$ cat config.mk
export PLATFORM = sky130hd
export DESIGN_NAME = ped_request_ctrl
export DESIGN_NICKNAME = d
export VERILOG_FILES = /design/src/rtl/ped_request_ctrl.sv
export SDC_FILE = /design/constraint.sdc
export NUM_CORES = 1
export LEC_CHECK = 0
export BUFFER_PORTS_ARGS = -buffer_cell sky130_fd_sc_hd__buf_2
export CAP_MARGIN = 20
export CORE_UTILIZATION = 49
export DETAILED_ROUTE_END_ITERATION = 6
export PLACE_DENSITY = 0.73
export SYNTH_ARGS = -nofsm -noshare
export SYNTH_HDL_FRONTEND = slang
export SYNTH_SLANG_ARGS = --single-unit
$ cat constraint.sdc
create_clock -name clk -period 1.9 [get_ports clk]
set_clock_uncertainty 0.2 [all_clocks]
set_input_delay 0.095 -clock clk [delete_from_list [all_inputs] [get_ports clk]]
set_output_delay 0.095 -clock clk [all_outputs]
set_load 0.05 [all_outputs]
$ cat src/rtl/ped_request_ctrl.sv
// rtl/ped_request_ctrl.sv - pedestrian push-button conditioner feeding pass_request
// Synchronizes and debounces the button, latches a request, serves it during green, then locks out.
module ped_request_ctrl #(
  parameter int DB_CYCLES      = 4,
  parameter int LOCKOUT_CYCLES = 20,
  parameter int SHORT_LIMIT    = 10
) (
  input  logic       clk,
  input  logic       rst,
  input  logic       btn_raw,
  input  logic       green,
  input  logic [7:0] clock,
  output logic       pass_request,
  output logic       req_pending,
  output logic       btn_db
);

  localparam int             DBW       = $clog2(DB_CYCLES);
  localparam logic [DBW-1:0] DB_MAX    = DBW'(DB_CYCLES - 1);
  localparam logic [7:0]     LOCK_INIT = 8'(LOCKOUT_CYCLES);
  localparam logic [7:0]     SHORT_LIM = 8'(SHORT_LIMIT);

  logic           s1_q, s1_d;
  logic           s2_q, s2_d;
  logic           btn_db_q, btn_db_d;
  logic [DBW-1:0] db_cnt_q, db_cnt_d;
  logic           req_pending_q, req_pending_d;
  logic           pass_request_q, pass_request_d;
  logic [7:0]     lock_cnt_q, lock_cnt_d;
  logic           press;

  always_comb begin
    s1_d     = btn_raw;
    s2_d     = s1_q;
    btn_db_d = btn_db_q;
    db_cnt_d = db_cnt_q;
    press    = 1'b0;
    if (s2_q == btn_db_q) begin
      db_cnt_d = '0;
    end else if (db_cnt_q == DB_MAX) begin
      btn_db_d = s2_q;
      db_cnt_d = '0;
      press    = s2_q;
    end else begin
      db_cnt_d = db_cnt_q + DBW'(1);
    end
  end

  // A request during green is either served (long green left) or dropped as redundant.
  always_comb begin
    pass_request_d = 1'b0;
    req_pending_d  = req_pending_q;
    lock_cnt_d     = (lock_cnt_q != 8'd0) ? lock_cnt_q - 8'd1 : 8'd0;
    if (req_pending_q && green) begin
      req_pending_d = 1'b0;
      if (clock > SHORT_LIM) begin
        pass_request_d = 1'b1;
        lock_cnt_d     = LOCK_INIT;
      end
    end
    // Only a lockout already expired before this edge lets a new press through.
    if (press && (lock_cnt_q == 8'd0)) begin
      req_pending_d = 1'b1;
    end
  end

  always_ff @(posedge clk) begin
    if (rst) begin
      s1_q           <= 1'b0;
      s2_q           <= 1'b0;
      btn_db_q       <= 1'b0;
      db_cnt_q       <= '0;
      req_pending_q  <= 1'b0;
      pass_request_q <= 1'b0;
      lock_cnt_q     <= 8'd0;
    end else begin
      s1_q           <= s1_d;
      s2_q           <= s2_d;
      btn_db_q       <= btn_db_d;
      db_cnt_q       <= db_cnt_d;
      req_pending_q  <= req_pending_d;
      pass_request_q <= pass_request_d;
      lock_cnt_q     <= lock_cnt_d;
    end
  end

  assign pass_request = pass_request_q;
  assign req_pending  = req_pending_q;
  assign btn_db       = btn_db_q;

endmodule

==> impl_metrics.csv <==
group,metric,value,unit
final_layout,n_fill_cell,95,
critical_path,r2r_cells,3,
final_layout,diodes,0,
global_routing,grt_overflow_total,0,
sta,period_share,0.901,
routing,wl_per_cell,11.6,um
sta,slew_headroom,0.738,
global_routing,grt_pass1_wl,1.90,mm
critical_path,cp-end-kind,"flop",
min_path,holdPathStages,5,
clock_network,clk_pin_slew,0.08,ns
final_layout,seq_area,300,sq um
die,die_area,0.00145,sq mm
clock_network,clk_latency,0.27,ns
critical_path,start_kind,"flop",
routing,firstDrtPassIters,4,
final_layout,final_common_cell,"dfxtp_1",
yosys,yosys_warnings,0,
place,place.gp.congestion,0.814,
clock_network,root_buffer,"clkbuf_4",
global_routing,grt_antenna_before_repair,0,
clock_network,cts_tree,"built",
yosys,ys_seq_area_frac,0.470,
sta,fin_crit,1.71,ns
routing,ant_nets,0,
final_layout,post-route-util,0.699,
outcome,status,"finished, final reports clean",
routing,drc,0,
critical_path,startpoint,"lock_cnt_q[1]",
critical_path,reg2reg_to,"lock_cnt_q[5]",
clock_network,post_cts_buffers,0,
min_path,hold_path.class,"in -> reg",
die,io_pins,15,
sta,max_freq,584,MHz
global_routing,grtUsageTotal,0.199,
yosys,synth_area_per_cell,9.84,sq um
place,port_buffers,14,
final_layout,layout.cells.non_filler,103,
critical_path,r2r_slack,0.19,ns
yosys,netlist_area,639,sq um
final_layout,drive_gt1_frac,0.247,
routing,via_per_inst,5.37,
final_layout,area_growth,26.4,%
place,placed_cells,95,
clock_network,htree_levels,1,
critical_path,cp_max_fo,5,
global_routing,grt_max_degree,10,
final_layout,fin_nets,105,
clock_network,cts-resized-gates,0,
power_and_ir_drop,vdd.ir_drop.worst,0.00102,V
yosys,ys_ff_latch,15,
final_layout,multiInputGateArea,320,sq um
sta,fin_tns_setup,0,ns
routing,routed_wl,1.19,mm
clock_network,cts_buffer_depth,2,
yosys,synth_area_leaders,"dfxtp_1, ha_1, a211oi_1, xnor2_1, or4_4",
run,max_cap_violations,0,
routing,drt-initial-drc-count,9,
die,initial_utilization,0.553,
die,core,0.00116,sq mm
yosys,synth.distinct_cells,27,
critical_path,cp-endpoint,"lock_cnt_q[5]",
power_and_ir_drop,power_density,1210,mW/mm^2
sta,setup_violations,0,
yosys,synth_top_area_cell,"dfxtp_1",
critical_path,reg2reg_from,"lock_cnt_q[1]",
critical_path,crit_required,1.90,ns
power_and_ir_drop,p_leak,0.340,nW
die,die_x,38.1,um
critical_path,worstPathArrival,1.71,ns
clock_network,numClockSinks,15,
sta,drv_slew,0,
global_routing,grt_pass1_vias,433,
die,die_h,38.1,um
place,detailed_place_hpwl,794,um
sta,worst_pin_slew,0.390,ns
yosys,syn_nets,80,
final_layout,layout_common_cells,"dfxtp_1, buf_2, inv_1",
yosys,synthCells,65,
routing,via_count,553,
critical_path,path_class,"reg -> reg",
sta,grt_setup_unrepaired,"no",
die,row_count,12,
yosys,yosysTopAreaCellShare,0.470,
clock_network,cts_buffers,3,
sta,hold_viol,0,
[sequential cells by signal, indices dropped and copies added (netlist names)]
register      flops
req_pending       1
s2_q              1
db_cnt_q          2
lock_cnt_q        8
pass_request      1
btn_db            1
s1_q              1
[worst min-delay path by stage]
stage | end | slack (ns) | start
3_5_place_dp | s1_q | 0.12 | btn_raw
2_1_floorplan | req_pending | -0.04 | rst
5_1_grt | lock_cnt_q[3] | 0.16 | clock[5]
3_3_place_gp | s1_q | 0.11 | btn_raw
6_report | lock_cnt_q[7] | 0.12 | clock[4]
4_1_cts | lock_cnt_q[6] | 0.13 | clock[4]
[where the power goes]
part | leakage (nW) | switching, W | internal (W) | total, W
clock | 0.0150 | 0.0000935 | 0.0000814 | 0.000175
combinational | 0.202 | 0.000154 | 0.000197 | 0.000351
sequential | 0.123 | 0.0000752 | 0.000375 | 0.000450
total | 0.340 | 0.000323 | 0.000653 | 0.000975
[kinds of logic (layout without fill, tap and decap cells)]
family / Yosys count / after routing / share of synthesized area
buf+inv: 5 / 29 / 0.0294
fa+ha+maj: 3 / 3 / 0.0587
mux: 1 / 1 / 0.0157
xor+xnor: 3 / 3 / 0.0411
flops: 15 / 15 / 0.470
compound gates: 14 / 14 / 0.155
simple gates: 24 / 24 / 0.231
[synthesized netlist by cell type]
cell and count:
o2bb2ai_1 2, or4_4 2, nor2b_1 2, nand3b_1 1, nor3b_1 1, nor4_1 2, a211oi_1 4, mux2i_1 1
and3b_1 1, ha_1 3, inv_1 5, and2_1 1, xnor2_1 3, a31o_2 1, nand4_1 1, nor2_1 4
or3_1 3, o21ai_0 2, nor3_1 3, nand2b_1 1, o31ai_1 1, nand2_1 1, o22ai_1 1, a21oi_1 2
o41ai_1 1, dfxtp_1 15, nand3_1 1
[metrics by stage]
stage / setup WS, ns / hold slack, ns / power [W] / area [sq um]
2_1_floorplan: 0.255 / -0.0359 / 0.000707 / 639
4_1_cts: 0.182 / 0.126 / 0.000986 / 808
3_5_place_dp: 0.183 / 0.125 / 0.000795 / 742
3_3_place_gp: 0.231 / 0.109 / 0.000789 / 742
6_report: 0.188 / 0.122 / 0.000975 / 808
5_1_grt: 0.0877 / 0.160 / 0.00106 / 808
[cell type report]
class	instances	share of cell area
flip-flops and latches	15	0.372
well taps	14	0.0217
multi-input cells	45	0.396
inverters	5	0.0232
clock buffers	4	0.0325
repair buffers	20	0.155
[critical path, stage by stage, from the launching register on]
cell and delay, ns:
dfxtp_1 0.36, or4_4 0.55, or3_1 0.31, a211oi_1 0.21
[metal layers]
| layer | track usage | share of wire | vias to the layer above |
|---|---|---|---|
| met2 | 0.275 | 0.42 | 17 |
| met3 | 0.105 | 0.068 | 2 |
| met1 | 0.268 | 0.51 | 243 |
| met5 | 0 | 0 | - |
| met4 | 0.0536 | 0.0092 | 0 |
| li1 | - | - | 291 |
[timing repair]
action / 4_1_cts / 5_1_grt
endpoints found under the setup margin: 0 / 0
hold buffers: 4 / 0
endpoints found under the hold margin: 8 / 0
No activity file was read; power rests on OpenSTA's default activity.
